## src/rtl/lcd_pixel_feeder_pkg.sv

```systemverilog
// ============================================================================
//  Module   : lcd_pixel_feeder_pkg
//  Brief    : Shared LCD geometry, RGB565 field positions, FSM encoding and
//             the RGB565-to-RGB888 expansion used by the pixel feeder.
//  Revision : 1.0  initial release
// ============================================================================
`default_nettype none

package lcd_pixel_feeder_pkg;

    localparam int LCD_H_ACT = 640;
    localparam int LCD_V_ACT = 480;

    localparam int R5_HI = 15;
    localparam int R5_LO = 11;
    localparam int G6_HI = 10;
    localparam int G6_LO = 5;
    localparam int B5_HI = 4;
    localparam int B5_LO = 0;

    localparam logic [1:0] ST_FLUSH   = 2'd0;
    localparam logic [1:0] ST_PREFILL = 2'd1;
    localparam logic [1:0] ST_RUN     = 2'd2;

    typedef struct packed {
        logic [7:0] r;
        logic [7:0] g;
        logic [7:0] b;
    } rgb888_t;

    // Replicating the MSBs into the new LSBs maps full-scale to 0xFF exactly.
    function automatic rgb888_t rgb565_to_888(input logic [15:0] pix);
        logic [4:0] r5;
        logic [5:0] g6;
        logic [4:0] b5;
        rgb888_t    o;
        r5  = pix[R5_HI:R5_LO];
        g6  = pix[G6_HI:G6_LO];
        b5  = pix[B5_HI:B5_LO];
        o.r = {r5, r5[4:2]};
        o.g = {g6, g6[5:4]};
        o.b = {b5, b5[4:2]};
        return o;
    endfunction

endpackage

`default_nettype wire

```

## src/rtl/lcd_pix_fifo.sv

```systemverilog
// ============================================================================
//  Module   : lcd_pix_fifo
//  Brief    : Synchronous prefetch FIFO with occupancy count, synchronous
//             flush and empty-bypass for simultaneous push/pop.
//  Revision : 1.0  initial release
// ============================================================================
`default_nettype none

module lcd_pix_fifo #(
    parameter int DEPTH = 16,
    parameter int WIDTH = 16
) (
    input  logic                       clk,
    input  logic                       rst,
    input  logic                       flush,
    input  logic                       push,
    input  logic [WIDTH-1:0]           push_data,
    input  logic                       pop,
    output logic [WIDTH-1:0]           pop_data,
    output logic [$clog2(DEPTH):0]     count
);

    localparam int AW = $clog2(DEPTH);

    logic [WIDTH-1:0] mem [DEPTH];
    logic [AW-1:0]    wr_ptr;
    logic [AW-1:0]    rd_ptr;
    logic             bypass;
    logic             do_wr;
    logic             do_rd;

    // On an empty FIFO a same-cycle push/pop passes the word straight through.
    assign bypass   = push && pop && (count == '0);
    assign do_wr    = push && !bypass;
    assign do_rd    = pop && !bypass;
    assign pop_data = (count == '0) ? push_data : mem[rd_ptr];

    always_ff @(posedge clk) begin
        if (do_wr && !flush) begin
            mem[wr_ptr] <= push_data;
        end
    end

    always_ff @(posedge clk or posedge rst) begin
        if (rst) begin
            wr_ptr <= '0;
            rd_ptr <= '0;
            count  <= '0;
        end else if (flush) begin
            wr_ptr <= '0;
            rd_ptr <= '0;
            count  <= '0;
        end else begin
            if (do_wr) begin
                wr_ptr <= wr_ptr + 1'b1;
            end
            if (do_rd) begin
                rd_ptr <= rd_ptr + 1'b1;
            end
            case ({do_wr, do_rd})
                2'b10:   count <= count + 1'b1;
                2'b01:   count <= count - 1'b1;
                default: count <= count;
            endcase
        end
    end

    a_no_overflow: assert property (@(posedge clk) disable iff (rst)
        !(push && !pop && (count == (AW+1)'(DEPTH))));

endmodule

`default_nettype wire

```

## src/rtl/lcd_pixel_feeder.sv

```systemverilog
// ============================================================================
//  Module   : lcd_pixel_feeder
//  Brief    : Prefetches RGB565 framebuffer words into a FIFO and answers the
//             LCD timing generator's data_req with registered RGB888 pixels.
//  Revision : 1.0  initial release
// ============================================================================
`default_nettype none

module lcd_pixel_feeder
    import lcd_pixel_feeder_pkg::*;
#(
    parameter int          H_ACT      = LCD_H_ACT,
    parameter int          V_ACT      = LCD_V_ACT,
    parameter int          ADDR_W     = 19,
    parameter int          FIFO_DEPTH = 16,
    parameter int          AF_LEVEL   = 12,
    parameter int          RD_LAT     = 1,
    parameter logic [23:0] UF_COLOR   = 24'h000000
) (
    input  logic              lcd_pclk,
    input  logic              rst,
    input  logic              lcd_driver_en,
    input  logic              data_req,
    output logic [23:0]       pixel_data,
    output logic              almost_full,
    output logic              fb_rd_en,
    input  logic              fb_rd_gnt,
    output logic [ADDR_W-1:0] fb_rd_addr,
    input  logic [15:0]       fb_rd_data,
    output logic              underflow,
    output logic              frame_done
);

    localparam int                FRAME    = H_ACT * V_ACT;
    localparam int                CNT_W    = $clog2(FIFO_DEPTH) + 1;
    localparam logic [ADDR_W-1:0] LAST_PIX = ADDR_W'(FRAME - 1);

    logic [1:0]        state;
    logic [1:0]        state_nxt;
    logic [RD_LAT-1:0] rd_vld;
    logic [CNT_W-1:0]  in_flight;
    logic [CNT_W:0]    occupancy;
    logic [CNT_W-1:0]  fifo_count;
    logic [15:0]       fifo_data;
    logic [ADDR_W-1:0] pop_cnt;
    logic              flushing;
    logic              running;
    logic              issue;
    logic              push;
    logic              pop_req;
    logic              fifo_dry;
    logic              pop;
    logic              uf_now;
    logic              wrap;

    assign flushing = (state == ST_FLUSH);
    assign running  = (state == ST_RUN);

    always_comb begin
        in_flight = '0;
        for (int i = 0; i < RD_LAT; i++) begin
            in_flight = in_flight + CNT_W'(rd_vld[i]);
        end
    end

    // Counting in-flight reads as occupied space is what keeps the FIFO from overflowing.
    assign occupancy = {1'b0, fifo_count} + {1'b0, in_flight};
    assign fb_rd_en  = !flushing && (occupancy < (CNT_W+1)'(FIFO_DEPTH));
    assign issue     = fb_rd_en && fb_rd_gnt;
    assign push      = rd_vld[RD_LAT-1] && !flushing;

    assign pop_req   = running && data_req;
    assign fifo_dry  = (fifo_count == '0) && !push;
    assign pop       = pop_req && !fifo_dry;
    assign uf_now    = pop_req && fifo_dry;
    assign wrap      = pop_req && (pop_cnt == LAST_PIX);

    always_comb begin
        state_nxt = state;
        case (state)
            ST_FLUSH:   state_nxt = ST_PREFILL;
            ST_PREFILL: if (lcd_driver_en) state_nxt = ST_RUN;
            ST_RUN: begin
                if (!lcd_driver_en || (wrap && (underflow || uf_now))) begin
                    state_nxt = ST_FLUSH;
                end
            end
            default:    state_nxt = ST_FLUSH;
        endcase
    end

    generate
        if (RD_LAT == 1) begin : g_lat1
            always_ff @(posedge lcd_pclk or posedge rst) begin
                if (rst) begin
                    rd_vld <= '0;
                end else begin
                    rd_vld <= flushing ? 1'b0 : issue;
                end
            end
        end else begin : g_latn
            always_ff @(posedge lcd_pclk or posedge rst) begin
                if (rst) begin
                    rd_vld <= '0;
                end else if (flushing) begin
                    rd_vld <= '0;
                end else begin
                    rd_vld <= {rd_vld[RD_LAT-2:0], issue};
                end
            end
        end
    endgenerate

    always_ff @(posedge lcd_pclk or posedge rst) begin
        if (rst) begin
            state       <= ST_FLUSH;
            fb_rd_addr  <= '0;
            pop_cnt     <= '0;
            underflow   <= 1'b0;
            frame_done  <= 1'b0;
            pixel_data  <= '0;
            almost_full <= 1'b0;
        end else begin
            state       <= state_nxt;
            frame_done  <= wrap;
            almost_full <= (fifo_count >= CNT_W'(AF_LEVEL));

            if (flushing) begin
                fb_rd_addr <= '0;
            end else if (issue) begin
                fb_rd_addr <= (fb_rd_addr == LAST_PIX) ? '0 : fb_rd_addr + 1'b1;
            end

            if (flushing) begin
                pop_cnt <= '0;
            end else if (pop_req) begin
                pop_cnt <= (pop_cnt == LAST_PIX) ? '0 : pop_cnt + 1'b1;
            end

            if (flushing) begin
                underflow <= 1'b0;
            end else if (uf_now) begin
                underflow <= 1'b1;
            end

            if (pop_req) begin
                pixel_data <= uf_now ? UF_COLOR : rgb565_to_888(fifo_data);
            end
        end
    end

    lcd_pix_fifo #(
        .DEPTH (FIFO_DEPTH),
        .WIDTH (16)
    ) u_fifo (
        .clk       (lcd_pclk),
        .rst       (rst),
        .flush     (flushing),
        .push      (push),
        .push_data (fb_rd_data),
        .pop       (pop),
        .pop_data  (fifo_data),
        .count     (fifo_count)
    );

endmodule

`default_nettype wire

```

## config.mk

```make
export PLATFORM = sky130hd
export DESIGN_NAME = lcd_pixel_feeder
export DESIGN_NICKNAME = d
export VERILOG_FILES = /design/src/rtl/lcd_pixel_feeder_pkg.sv /design/src/rtl/lcd_pix_fifo.sv /design/src/rtl/lcd_pixel_feeder.sv
export SDC_FILE = /design/constraint.sdc
export NUM_CORES = 1
export LEC_CHECK = 0
export BUFFER_PORTS_ARGS = -buffer_cell sky130_fd_sc_hd__buf_2
export CAP_MARGIN = 20
export CORE_UTILIZATION = 55
export CTS_CLUSTER_DIAMETER = 150
export CTS_CLUSTER_SIZE = 25
export DETAILED_ROUTE_END_ITERATION = 8
export PLACE_DENSITY = 0.73
export SYNTH_ARGS = -nofsm -noshare
export SYNTH_HDL_FRONTEND = slang
export SYNTH_HIERARCHICAL = 1
export SYNTH_SLANG_ARGS = --single-unit
```

## constraint.sdc

```tcl
create_clock -name lcd_pclk -period 4.17 [get_ports lcd_pclk]
set_input_delay 0.417 -clock lcd_pclk [delete_from_list [all_inputs] [get_ports lcd_pclk]]
set_output_delay 0.417 -clock lcd_pclk [all_outputs]
set_load 0.03 [all_outputs]
```

==> results.md, run 1 <==
- The run finished with clean final reports.
- In this run the tool buffered the top-level ports with 67 buffer cells.
- The minimum clock period is 3150 ps.
- The first global-routing pass estimated 44,600 um of wire.
- For this run the aggregate overflow at the end of global routing stands at 0.
- The overall die width is 161 um.
- The number of antenna violations at the first check in global routing is 0.
- The mean routed wirelength per cell is 23.0 um.
- The element type at the critical path start is a flop.
- The leading register cell type out of synthesis is sky130_fd_sc_hd__edfxtp_1.
- The maximum root-to-sink buffer count is 3.
- The peak per-stage delay on the critical path is 500 ps.
- For this run, design rule violations remaining after detail routing come to 0.
- The count of endpoints failing hold in the final timing report is 0.
- The Yosys step of the flow raised 6 warnings.
- The placer's final routability congestion estimate is 0.842.
- The synthesized design contains 329 register bits.
- After technology mapping, the gate count stands at 844.
- The number of antenna cells inserted is 0.
- After layout, the worst setup slack is 1020 ps.
- The post-layout instance area is 15,200 um^2.
- The async set-or-reset flop fraction in the synthesized netlist is 0.222.
- The buffer type at the clock tree root is sky130_fd_sc_hd__clkbuf_16.
- Entering global routing, the biggest net connects 34 pins.
- The share of the synthesized area in the top cell type is 0.553.
- Summed over all cells, the static leakage comes to 5.18 nW.
- The full die area is 25,900 um^2.
- 68 I/O pins were placed.
- The final total negative setup slack is 0 ps.
- The total routed wirelength is 28,700 um.
- Timing would allow up to 317 MHz.
- The final antenna-violating net count is 0.
- The design draws 7.75 mW.
- The number of nets handed over by synthesis was 874.
- The first-pass iteration count of the detailed router is 5.
- In this run the worst hold path is classified as primary input to flop.
- Of the available clock period, the critical path in the final layout requires 0.756.
- The data arrival time at the worst-slack endpoint is 3360 ps.
- By count the netlist is led by 256 x sky130_fd_sc_hd__edfxtp_1, 73 x sky130_fd_sc_hd__dfrtp_1, 64 x sky130_fd_sc_hd__mux4_2, 43 x sky130_fd_sc_hd__nand2_1, 37 x sky130_fd_sc_hd__nor2_1.
- Summed over all nets, the half-perimeter wirelength after detailed placement is 18,200 um.
- In this run the core area contains 57 standard-cell rows.
- The worst setup path is captured at a flop.
- STA puts the critical path data required time at 4370 ps.
- The critical-path maximum fanout is 17.
- Each instance of the synthesized netlist takes up on average 16.5 um^2.
- For this block, the initial DRC count from the detailed router was 815.
- In the global route stage, overall resource usage came out at 0.225.
- Counting both buffers and inverters, the worst setup path holds a total of 3.
- Setup repair after global routing left no endpoint under its margin.
- The tool flagged a number of max-cap violations equal to 0.
- The portion of the post-synthesis area used by sequential elements is 0.684.
- The distinct cell type count after synthesis is 62.
- The worst-case vdd ir drop is 0.000480 V.
- The type of the worst setup path is flop to flop.
- The clock transition at the register clock pins on the worst setup and hold paths after CTS is 110 ps.
- The TritonCTS clock tree is yes.
- The slew of the pin with the lowest slew margin is 1040 ps.
- Clock latency on the worst-skew pair, taken at its later pin, is 510 ps.
- The number of global-route vias before repair is 7,773.
- The number of flops mapped to enable cells by yosys is 256.
- The cell area after synthesis is 13,900 um^2.
- Ranked by total cell area, the synthesized netlist is headed by sky130_fd_sc_hd__edfxtp_1 55%, sky130_fd_sc_hd__dfrtp_1 13%, sky130_fd_sc_hd__mux4_2 10%.
- The worst pin sits at a relative slew slack of 0.305.
- On the final layout, the worst clock skew is 38.3 ps.
- Buffers inserted during clock tree synthesis total 17.
- At the placement stage, the worst setup path has a slack of 1030 ps.
- The area of the core is 24,500 um^2.
- The initial cell density of the core is 0.567.
- The library cell occupying the most area in the post-synthesis netlist is sky130_fd_sc_hd__edfxtp_1.
- Once placement finished, the instance area stood at 14,700 um^2.
- The post-layout instance count excluding filler cells is 1,247.
- Measured along the y axis, the die boundary spans 161 um.
- In the routed layout, each cell is associated on average with a via count of 6.29.
- The slowest stage of the critical path is the sky130_fd_sc_hd__dfrtp_1 cell.
- In the final layout, the share of cells above drive strength 1 is 0.264.
- The post-route worst hold slack is 129 ps.
- The number of placed instances, taps included, is 1,217.
- The family with the most delay on the worst path is simple AND/OR/NAND/NOR gates.
- From synthesis to final layout, the design area changed by 9.12%.
- The final-report max-slew violation count was 0.
- The net count of the finished layout is 943.
- The H-tree depth is 1.
- At the end of the flow the core is filled with cells to 0.619.
- Walking the worst path, the cells encountered are or3_1 > nor3_1 > a21oi_2 > inv_1 > o31ai_4 > buf_4 > nor3_1 > and2_1 > buf_4.
- The power density over the cells is 511 nW/um^2.
- The final count of negative-setup-slack endpoints is 0.
- The clock net in this run drives a total of 329 sinks.
- Among all cell types in the netlist, the one instantiated most often is sky130_fd_sc_hd__edfxtp_1.
- For this block, the via count after detailed routing is 7,840.
[path summary, 6_finish.rpt]
kind	slack [ps]	end	start	depth (start not counted)
hold reg to reg	510	pixel_data[11]	pixel_data[11]	1
min in group asynchronous	510	u_fifo/count[2]	rst	3
setup reg to reg	1020	u_fifo/mem[0][12]	u_fifo/count[1]	9
setup / recovery	1020	u_fifo/mem[0][12]	u_fifo/count[1]	9
hold / removal	130	state[0]	lcd_driver_en	2
max in group asynchronous	2740	pixel_data[5]	rst	4
[cell type report]
type | count | area [um^2]
Clock inverter | 1 | 30.0
Inverter | 15 | 56.3
Fill cell | 1782 | 9350
Clock buffer | 28 | 467
Multi-Input combinational cell | 451 | 4110
Timing Repair Buffer | 99 | 591
Tap cell | 324 | 405
Sequential cell | 329 | 9520
[metal layers]
metal / wire, um / vias up / share of wire / track usage
met5: 0 / - / 0 / 0
met4: 551 / 0 / 0.019 / 0.0515
met3: 1720 / 44 / 0.060 / 0.0290
met2: 13900 / 295 / 0.48 / 0.370
met1: 12600 / 4011 / 0.44 / 0.327
li1: - / 3490 / - / -
[kinds of logic (layout without fill, tap and decap cells)]
family          after synthesis  after routing  synth area share
buf+inv                      64            143            0.0246
flops                       329            329             0.684
compound gates              128            128            0.0704
fa+ha+maj                     9              9           0.00810
xor+xnor                     14             14           0.00881
mux                          88             88             0.122
simple gates                212            212            0.0818
[flip-flops by register name, summed over array words and instances, names as in the netlist]
register and cells:
almost_full 1, fb_rd_addr 19, frame_done 1, pixel_data 16
pop_cnt 19, rd_vld 1, state 2, u_fifo/count 5
u_fifo/mem 256, u_fifo/rd_ptr 4, u_fifo/wr_ptr 4, underflow 1
[repair_timing]
action	4_1_cts	5_1_grt
gates resized for setup	0	0
hold buffers	1	0
hold endpoints to repair	13	0
setup buffers	0	0
[worst register-to-register path: stages (launching register included)]
cell and delay, ps:
sky130_fd_sc_hd__dfrtp_1 500, sky130_fd_sc_hd__or3_1 380, sky130_fd_sc_hd__nor3_1 370, sky130_fd_sc_hd__a21oi_2 130, sky130_fd_sc_hd__inv_1 130, sky130_fd_sc_hd__o31ai_4 70
sky130_fd_sc_hd__buf_4 220, sky130_fd_sc_hd__nor3_1 210, sky130_fd_sc_hd__and2_1 500, sky130_fd_sc_hd__buf_4 320
[cells in the final DEF (no fill, tap or decap), types with 17 or more instances in the layout]
| cell | count |
|---|---|
| sky130_fd_sc_hd__a21oi_1 | 24 |
| sky130_fd_sc_hd__buf_4 | 30 |
| sky130_fd_sc_hd__nor2_1 | 35 |
| sky130_fd_sc_hd__nand3_1 | 36 |
| sky130_fd_sc_hd__mux4_2 | 64 |
| sky130_fd_sc_hd__a22o_1 | 17 |
| sky130_fd_sc_hd__edfxtp_1 | 256 |
| sky130_fd_sc_hd__buf_2 | 67 |
| sky130_fd_sc_hd__nand2_1 | 43 |
| sky130_fd_sc_hd__dfrtp_1 | 71 |
| sky130_fd_sc_hd__o22ai_1 | 17 |
| sky130_fd_sc_hd__clkbuf_16 | 17 |
[power breakdown]
group | leakage, nW | switching, mW | internal [mW]
combinational | 1.66 | 1.27 | 0.696
clock | 0.234 | 0.984 | 0.789
sequential | 3.29 | 0.266 | 3.75
total | 5.18 | 2.52 | 5.23
No activity file was read; power rests on OpenSTA's default activity.
==> inputs of run 2 (changes only) <==
- ABC_AREA: default -> 1
- CORE_UTILIZATION: 55 -> 56
- clock period: 4.17 -> 2.7 ns (I/O delays scaled with it)
==> run 2 against run 1 <==
Against the previous run:
- total power grew 82%
- non-clock buffer count grew 21
- worst hold slack lost 18 ps
- fmax grew 38%
- final area grew 11%
- die area grew 8.6%
- largest power group unchanged
- global-route usage grew 3.9 points
- combinational power grew to 2.6 times the previous value
==> results.md, run 2 <==
- The total routed wirelength is 36,500 um (was 28,700 um).
- Unrepaired setup endpoints after global routing: no (unchanged).
- The initial cell density of the core is 0.571 (was 0.567).
- The final antenna-violating net count is 0 (unchanged).
- The full die area is 28,200 um^2 (was 25,900 um^2).
- The clock network power share is 0.198 (was 0.229).
- The peak per-stage delay on the critical path is 400 ps (was 500 ps).
- The cell area after synthesis is 15,400 um^2 (was 13,900 um^2).
- The yosys synthesis warning count came to 6 (unchanged).
- The minimum clock period is 2290 ps (was 3150 ps).
- The post-route worst hold slack is 112 ps (was 129 ps).
- The number of flops mapped to enable cells by yosys came to 256 (unchanged).
- The number of clock sinks is 329 (unchanged).
- The final clock period utilization by the worst path is 0.848 (was 0.756).
- The async set-or-reset flop fraction in the synthesized netlist is 0.222 (unchanged).
- The clock transition at the register clock pins on the worst setup and hold paths after CTS was 100 ps (was 110 ps).
- Status: finished clean (unchanged).
- The distinct cell type count after synthesis came to 38 (was 62).
- The die extent in y came to 168 um (was 161 um).
- The area growth from synthesis to layout was 9.16% (was 9.12%).
- The endpoint of the lowest-slack register-to-register path is u_fifo/count[4] (was u_fifo/mem[0][12]).
- The total power consumption of the routed design is 14.1 mW (was 7.75 mW).
- The final count of negative-setup-slack endpoints came to 0 (unchanged).
- The number of DRC violations after detailed-routing iteration 0 is 1,147 (was 815).
- The net switching share of the total power is 0.397 (was 0.325).
- The headroom to the max-slew limit is 0.438 (was 0.305).
- The number of instances in the synthesized netlist is 1,641 (was 844).
- The worst-case clock skew is 28.8 ps (was 38.3 ps).
- Highest-count cells in the layout ignoring fill and taps: 517 x sky130_fd_sc_hd__nand2_1, 261 x sky130_fd_sc_hd__inv_1, 256 x sky130_fd_sc_hd__edfxtp_1 (was 256 x sky130_fd_sc_hd__edfxtp_1, 71 x sky130_fd_sc_hd__dfrtp_1, 67 x sky130_fd_sc_hd__buf_2).
- The buffer type at the clock tree root is sky130_fd_sc_hd__clkbuf_16 (unchanged).
- The capturing element type of the critical path is a flop (unchanged).
- The fraction of power consumed by combinational cells is 0.369 (was 0.254).
- The power density over the cells is 842 nW/um^2 (was 511 nW/um^2).
- The worst slack after detailed placement is 433 ps (was 1030 ps).
- The slowest stage cell on the critical path is sky130_fd_sc_hd__dfrtp_1 (unchanged).
- The register name with the most flops is u_fifo/mem (unchanged).
- The number of maximum-capacitance constraint violations is 0 (unchanged).
- The portion of the post-synthesis area used by sequential elements is 0.618 (was 0.684).
- The count of buffers from port buffering is 67 (unchanged).
- The clock insertion delay at the later pin of the skew report is 530 ps (was 510 ps).
- The first-pass iteration count of the detailed router was 8 (was 5).
- The placer's final routability congestion estimate came to 0.884 (was 0.842).
- The flip-flop and latch area is 9520 um^2 (unchanged).
- The share of the synthesized area in the top cell type is 0.499 (was 0.553).
- The area of the core was 27,000 um^2 (was 24,500 um^2).
- The standard-cell row count is 60 (was 57).
- The net count of the mapped netlist came to 1,671 (was 874).
- The family with the most delay on the worst path is simple AND/OR/NAND/NOR gates (unchanged).
- The destination of the worst hold path is fb_rd_addr[8] (was state[0]).
- The logic depth of the worst register-to-register path is 19 (was 9).
- The instance count along the most critical hold path is 3 (was 2).
- The area of the multi-input gates was 4540 um^2 (was 4110 um^2).
- The library cell occupying the most area in the post-synthesis netlist is sky130_fd_sc_hd__edfxtp_1 (unchanged).
- Cell types occupying the most area after synthesis: sky130_fd_sc_hd__edfxtp_1 50%, sky130_fd_sc_hd__nand2_1 13%, sky130_fd_sc_hd__dfrtp_1 12% (was sky130_fd_sc_hd__edfxtp_1 55%, sky130_fd_sc_hd__dfrtp_1 13%, sky130_fd_sc_hd__mux4_2 10%).
- Commonest cells in the netlist: 517 x sky130_fd_sc_hd__nand2_1, 263 x sky130_fd_sc_hd__inv_1, 256 x sky130_fd_sc_hd__edfxtp_1, 245 x sky130_fd_sc_hd__nand3_1, 73 x sky130_fd_sc_hd__dfrtp_1 (was 256 x sky130_fd_sc_hd__edfxtp_1, 73 x sky130_fd_sc_hd__dfrtp_1, 64 x sky130_fd_sc_hd__mux4_2, 43 x sky130_fd_sc_hd__nand2_1, 37 x sky130_fd_sc_hd__nor2_1).
- The final total negative setup slack is 0 ps (unchanged).
- The leading register cell type out of synthesis is sky130_fd_sc_hd__edfxtp_1 (unchanged).
- The worst-case vdd ir drop is 0.000567 V (was 0.000480 V).
- Worst-path cell chain: inv_1 > nor2_2 > nand2_1 > inv_1 > nand2_1 > inv_2 > buf_4 > nand2_1 > nand2_1 > nand2_1 > inv_1 > ha_1 > inv_1 > nand2_1 > nand3_1 > nand2_1 > nand2_1 > nand3_1 > nand2_1 (was or3_1 > nor3_1 > a21oi_2 > inv_1 > o31ai_4 > buf_4 > nor3_1 > and2_1 > buf_4).
- The layout net count came to 1,738 (was 943).
- The count of filler cells inserted in the layout was 2,177 (was 1,782).
- The detailed placer's ending HPWL is 23,300 um (was 18,200 um).
- The average cell area after synthesis is 9.38 um^2 (was 16.5 um^2).
- The data required time of the critical path is 3110 ps (was 4370 ps).
- The overall die width is 168 um (was 161 um).
- The flip-flop count of the largest register after layout came to 256 (unchanged).
- The startpoint of the lowest-slack hold path is fb_rd_gnt (was lcd_driver_en).
- The global-route wire length before repair is 57,300 um (was 44,600 um).
- The data arrival time at the worst-slack endpoint is 2700 ps (was 3360 ps).
- The launch point of the worst reg-to-reg path is state[1] (was u_fifo/count[1]).
- The largest net degree at the start of global routing is 95 (was 34).
- The leading cell type in the layout, fill and taps excluded is sky130_fd_sc_hd__nand2_1 (was sky130_fd_sc_hd__edfxtp_1).
- The slew of the pin with the lowest slew margin was 843 ps (was 1040 ps).
- The register-to-register setup slack came to 410 ps (was 1020 ps).
- The fraction of final layout cells sized beyond drive strength 1 came to 0.110 (was 0.264).
- The number of synthesized register bits is 329 (unchanged).
- The internal cell power was 8.53 mW (was 5.23 mW).
- The TritonCTS clock tree is yes (unchanged).
- The most frequently used cell type in the post-synthesis netlist is sky130_fd_sc_hd__nand2_1 (was sky130_fd_sc_hd__edfxtp_1).
- The aggregate global routing overflow is 0 (unchanged).
- The worst-case setup margin in the final layout is 410 ps (was 1020 ps).
- The most numerous cell type found on the critical path is sky130_fd_sc_hd__nand2_1.
- Registers with the most flip-flops: u_fifo/mem: 256 flops, fb_rd_addr: 19 flops, pop_cnt: 19 flops (unchanged).
- The H-tree depth is 1 (unchanged).
- The type of the worst setup path is flop to flop (unchanged).
- The total I/O pin count is 68 (unchanged).
- The mean routed wirelength per cell came to 17.7 um (was 23.0 um).
- The global-route usage over all layers is 0.265 (was 0.225).
- The part of the total power dissipated in sequential elements came to 0.433 (was 0.518).
- The path class of the lowest-slack min-delay path is primary input to flop (unchanged).
- The maximum clock frequency is 437 MHz (was 317 MHz).
- The final-report max-slew violation count came to 0 (unchanged).
- The count of endpoints failing hold in the final timing report came to 0 (unchanged).
- The critical path buffer and inverter count is 6 (was 3).
- The vias after detailed routing is 11,200 (was 7,840).
- The element type at the critical path start is a flop (unchanged).
- The total leakage power is 7.57 nW (was 5.18 nW).
- The launch point of the critical path is state[1] (was u_fifo/count[1]).
- The number of antenna violations at the first check in global routing is 4 (was 0).
- The maximum root-to-sink buffer count is 3 (unchanged).
- The via count normalized by instance count is 5.45 (was 6.29).
- The reported net switching power is 5.62 mW (was 2.52 mW).
- The remaining routing DRC violations is 0 (unchanged).
- The number of CTS-inserted buffers is 17 (unchanged).
- The number of global-route vias before repair came to 10,600 (was 7,773).
- The critical-path maximum fanout is 20 (was 17).
==> run 2: per-layer routing <==
layer,vias up,GRT usage,share of wire
li1,5407,-,-
met1,5336,0.362,0.43
met2,417,0.434,0.47
met3,70,0.0411,0.068
met4,4,0.0897,0.032
met5,-,0,0.00066
==> run 2: worst max path at each step <==
stage	to	depth (start not counted)	slack, ps
floorplan	u_fifo/mem[10][0]	11	-230
global placement	u_fifo/count[4]	18	470
detailed placement	u_fifo/count[4]	19	430
CTS	u_fifo/count[4]	19	420
global route	u_fifo/count[4]	19	130
finish	u_fifo/count[4]	19	410
==> run 2: stage by stage <==
step,cells,cell area (um^2),utilization
floorplan,1641,15400,-
global placement,2028,16300,0.604
detailed placement,2028,16300,0.604
CTS,2060,16800,0.623
global route,2060,16800,0.623
finish,2062,16800,0.624
==> run 2: timing repair <==
item,in CTS,in global routing
hold endpoints to repair,41,0
endpoints found under the setup margin,0,0
resized for setup,0,0
hold buffers,2,0
buffers inserted,0,0
==> run 2: kinds of logic (layout without fill, tap and decap cells) <==
group           Yosys count  count (layout)  share of synthesized area
buf+inv                 340             418                     0.0907
xor+xnor                 16              16                    0.00910
flops                   329             329                      0.618
compound gates           65              65                     0.0267
fa+ha+maj                 9               9                    0.00731
other cells               0               2                          0
simple gates            882             882                      0.248
==> run 2: cell type report <==
type | count | share of cell area
flip-flops and latches | 329 | 0.566
clock buffers | 28 | 0.0278
multi-input cells | 972 | 0.270
inverters | 268 | 0.0600
well taps | 341 | 0.0254
repair buffers | 120 | 0.0476
clock inverters | 2 | 0.00231
diodes | 2 | 0.000298
==> run 2: power by group through the flow <==
stage / sequential, mW / clock (mW) / combinational, mW
CTS: 6.13 / 2.87 / 5.17
detailed placement: 6.24 / 0 / 5.14
finish: 6.13 / 2.81 / 5.21
floorplan: 6.35 / 0 / 3.50
global route: 6.17 / 2.99 / 5.71
global placement: 6.23 / 0 / 5.05
==> run 2: worst min-delay path: cells and delay by family <==
family                 cells  cell delay [ps]
buffers and inverters      1              120
AOI/OAI and AO/OA          1               80
and+or+nand+nor            1              110
==> inputs of run 3 (changes only) <==
- ABC_AREA: 1 -> 0
- PLACE_DENSITY: 0.73 -> 0.71
- clock period: 2.7 -> 2.4 ns (I/O delays scaled with it)
==> run 3 against run 2 <==
Against the previous run:
- the flow now finishes with violations (setup timing)
- fmax down 6.4%
- total power down 1.0%
- sequential power grew 12%
- final area is 4.7% lower
- largest cell class unchanged
==> results.md, run 3 (synthesis results as in run 1) <==
- The final count of negative-setup-slack endpoints is 1 (was 0).
- The standard-cell row count is 57 (was 60).
- The maximum root-to-sink buffer count came to 3 (unchanged).
- The logic depth of the worst register-to-register path is 10 (was 19).
- The number of DRC violations after detailed-routing iteration 0 is 1,024 (was 1,147).
- The remaining routing DRC violations is 0 (unchanged).
- The endpoint of the lowest-slack register-to-register path is u_fifo/count[4] (unchanged).
- The placer's final routability congestion estimate is 0.909 (was 0.884).
- The launch point of the worst reg-to-reg path is u_fifo/count[2] (was state[1]).
- The minimum clock period is 2450 ps (was 2290 ps).
- The aggregate global routing overflow is 0 (unchanged).
- Status: finished with violations (was finished clean).
- The number of clock sinks is 329 (unchanged).
- The met3 track utilization from global routing is 0.0262 (was 0.0411).
- The final-report max-slew violation count came to 0 (unchanged).
- The core utilization of the finished layout is 0.659 (was 0.624).
- The count of endpoints failing hold in the final timing report is 0 (unchanged).
- The leading cell type in the layout, fill and taps excluded is sky130_fd_sc_hd__edfxtp_1 (was sky130_fd_sc_hd__nand2_1).
- The final clock period utilization by the worst path is 1.02 (was 0.848).
- Unrepaired setup endpoints after global routing: yes (was no).
- The worst-case vdd ir drop came to 0.000819 V (was 0.000567 V).
- The total leakage power is 5.56 nW (was 7.57 nW).
- The data arrival time at the worst-slack endpoint is 2840 ps (was 2700 ps).
- The via count normalized by instance count is 6.29 (was 5.45).
- The maximum clock frequency is 409 MHz (was 437 MHz).
- The element type at the critical path start is a flop (unchanged).
- The met2 track utilization from global routing was 0.407 (was 0.434).
- The capturing element type of the critical path is a flop (unchanged).
- The buffer type at the clock tree root was sky130_fd_sc_hd__clkbuf_16 (unchanged).
- The global-route wire length before repair is 46,900 um (was 57,300 um).
- The count of buffers from port buffering is 67 (unchanged).
- The first-pass iteration count of the detailed router came to 6 (was 8).
- The number of maximum-capacitance constraint violations is 0 (unchanged).
- The clock insertion delay at the later pin of the skew report came to 510 ps (was 530 ps).
- The number of antenna cells inserted is 0 (was 2).
- The number of CTS-inserted buffers is 17 (unchanged).
- The post-route worst hold slack is 106 ps (was 112 ps).
- The full die area was 25,500 um^2 (was 28,200 um^2).
- The worst slack after detailed placement is -159 ps (was 433 ps).
- The path class of the lowest-slack min-delay path was primary input to flop (unchanged).
- The mean routed wirelength per cell was 23.5 um (was 17.7 um).
- The total I/O pin count is 68 (unchanged).
- The data required time of the critical path is 2790 ps (was 3110 ps).
- The total routed wirelength was 30,300 um (was 36,500 um).
- The TritonCTS clock tree is yes (unchanged).
- Registers with the most flip-flops: u_fifo/mem: 256 flops, fb_rd_addr: 19 flops, pop_cnt: 19 flops (unchanged).
- The headroom to the max-slew limit is 0.385 (was 0.438).
- The register name with the most flops is u_fifo/mem (unchanged).
- The largest net degree at the start of global routing is 37 (was 95).
- The register-to-register setup slack is -50 ps (was 410 ps).
- The detailed placer's ending HPWL is 19,100 um (was 23,300 um).
- The worst-case setup margin in the final layout came to -47.1 ps (was 410 ps).
- The slew of the pin with the lowest slew margin came to 920 ps (was 843 ps).
- The area growth from synthesis to layout was 15.2% (was 9.16%).
- The area of the core is 24,300 um^2 (was 27,000 um^2).
- The number of global-route vias before repair was 8,189 (was 10,600).
- The final antenna-violating net count is 0 (unchanged).
- The fraction of met1 tracks used by global routing is 0.333 (was 0.362).
- The post-layout instance area is 16,000 um^2 (was 16,800 um^2).
- The global-route usage over all layers came to 0.240 (was 0.265).
- The worst-case clock skew is 24.2 ps (was 28.8 ps).
- The type of the worst setup path is flop to flop (unchanged).
- The flip-flop count of the largest register after layout is 256 (unchanged).
- The vias after detailed routing is 8,128 (was 11,200).
- The cell area reported after detailed placement is 15,100 um^2 (was 16,300 um^2).
- The most heavily used metal layer in global routing is met2 (unchanged).
- The destination of the worst hold path was state[1] (was fb_rd_addr[8]).
- The clock transition at the register clock pins on the worst setup and hold paths after CTS is 100 ps (about the same).
- The critical-path maximum fanout is 3 (was 20).
- The power density over the cells is 874 nW/um^2 (was 842 nW/um^2).
- The overall die width is 160 um (was 168 um).
- The final total negative setup slack is -47.1 ps (was 0 ps).
- The die extent in y is 160 um (was 168 um).
- The fraction of final layout cells sized beyond drive strength 1 was 0.311 (was 0.110).
- The layout net count came to 988 (was 1,738).
- The startpoint of the lowest-slack hold path is data_req (was fb_rd_gnt).
- Highest-count cells in the layout ignoring fill and taps: 256 x sky130_fd_sc_hd__edfxtp_1, 71 x sky130_fd_sc_hd__dfrtp_1, 67 x sky130_fd_sc_hd__buf_2 (was 517 x sky130_fd_sc_hd__nand2_1, 261 x sky130_fd_sc_hd__inv_1, 256 x sky130_fd_sc_hd__edfxtp_1).
- The final reports fail on setup timing.
- The H-tree depth is 1 (unchanged).
- The initial cell density of the core is 0.572 (was 0.571).
- The number of antenna violations at the first check in global routing is 0 (was 4).
- The instance count along the most critical hold path is 3 (unchanged).
==> run 3: worst max-delay path by stage <==
stage / start / end / slack (ps)
6_report: u_fifo/count[2] / u_fifo/count[4] / -50
5_1_grt: u_fifo/count[2] / u_fifo/count[4] / -150
4_1_cts: u_fifo/count[1] / u_fifo/mem[0][0] / 9
3_5_place_dp: u_fifo/count[1] / u_fifo/mem[1][0] / -160
3_3_place_gp: u_fifo/count[1] / u_fifo/mem[1][0] / -80
2_1_floorplan: u_fifo/count[0] / u_fifo/mem[3][0] / -340
==> run 3: stage by stage <==
| step | total power, mW | std cells |
|---|---|---|
| 3_5_place_dp | 10.8 | 1240 |
| 2_1_floorplan | 9.70 | 844 |
| 4_1_cts | 13.9 | 1284 |
| 3_3_place_gp | 10.6 | 1240 |
| 5_1_grt | 14.6 | 1292 |
| 6_report | 14.0 | 1292 |
==> run 3: final cells by class <==
cell class / instances / area (um^2)
Clock buffer: 28 / 467
Clock inverter: 1 / 30.0
Fill cell: 1624 / 8300
Inverter: 15 / 58.8
Multi-Input combinational cell: 451 / 4260
Sequential cell: 329 / 9520
Tap cell: 324 / 405
Timing Repair Buffer: 144 / 1280
==> run 3: where the power goes <==
group          internal [mW]  leakage [nW]  total (mW)  switching, mW
clock                   1.37         0.234        3.10           1.72
combinational           1.62          2.04        4.05           2.44
sequential              6.51          3.29        6.85          0.335
==> run 3: worst max-delay path, cell delays in order (launching register included) <==
cell                       delay, ps
sky130_fd_sc_hd__dfrtp_1         400
sky130_fd_sc_hd__or3_4           400
sky130_fd_sc_hd__nor3_4          210
sky130_fd_sc_hd__a21oi_2         110
sky130_fd_sc_hd__nand2b_1        150
sky130_fd_sc_hd__xnor2_1         100
sky130_fd_sc_hd__ha_2            210
sky130_fd_sc_hd__o31a_1          250
sky130_fd_sc_hd__o32ai_2         280
sky130_fd_sc_hd__xnor2_1         150
sky130_fd_sc_hd__nor2_1           50
==> run 3: repair_timing <==
item,4_1_cts,5_1_grt
resized for setup,4,12
endpoints found under the hold margin,32,0
setup endpoints to repair,210,192
cloned,0,4
pin swaps,9,14
hold buffers,2,0
setup buffers,13,5
==> run 3: layer usage <==
layer / share of wire / vias up
met4: 0.025 / 0
met5: 0 / -
met2: 0.50 / 317
met1: 0.41 / 4186
met3: 0.059 / 44
li1: - / 3581
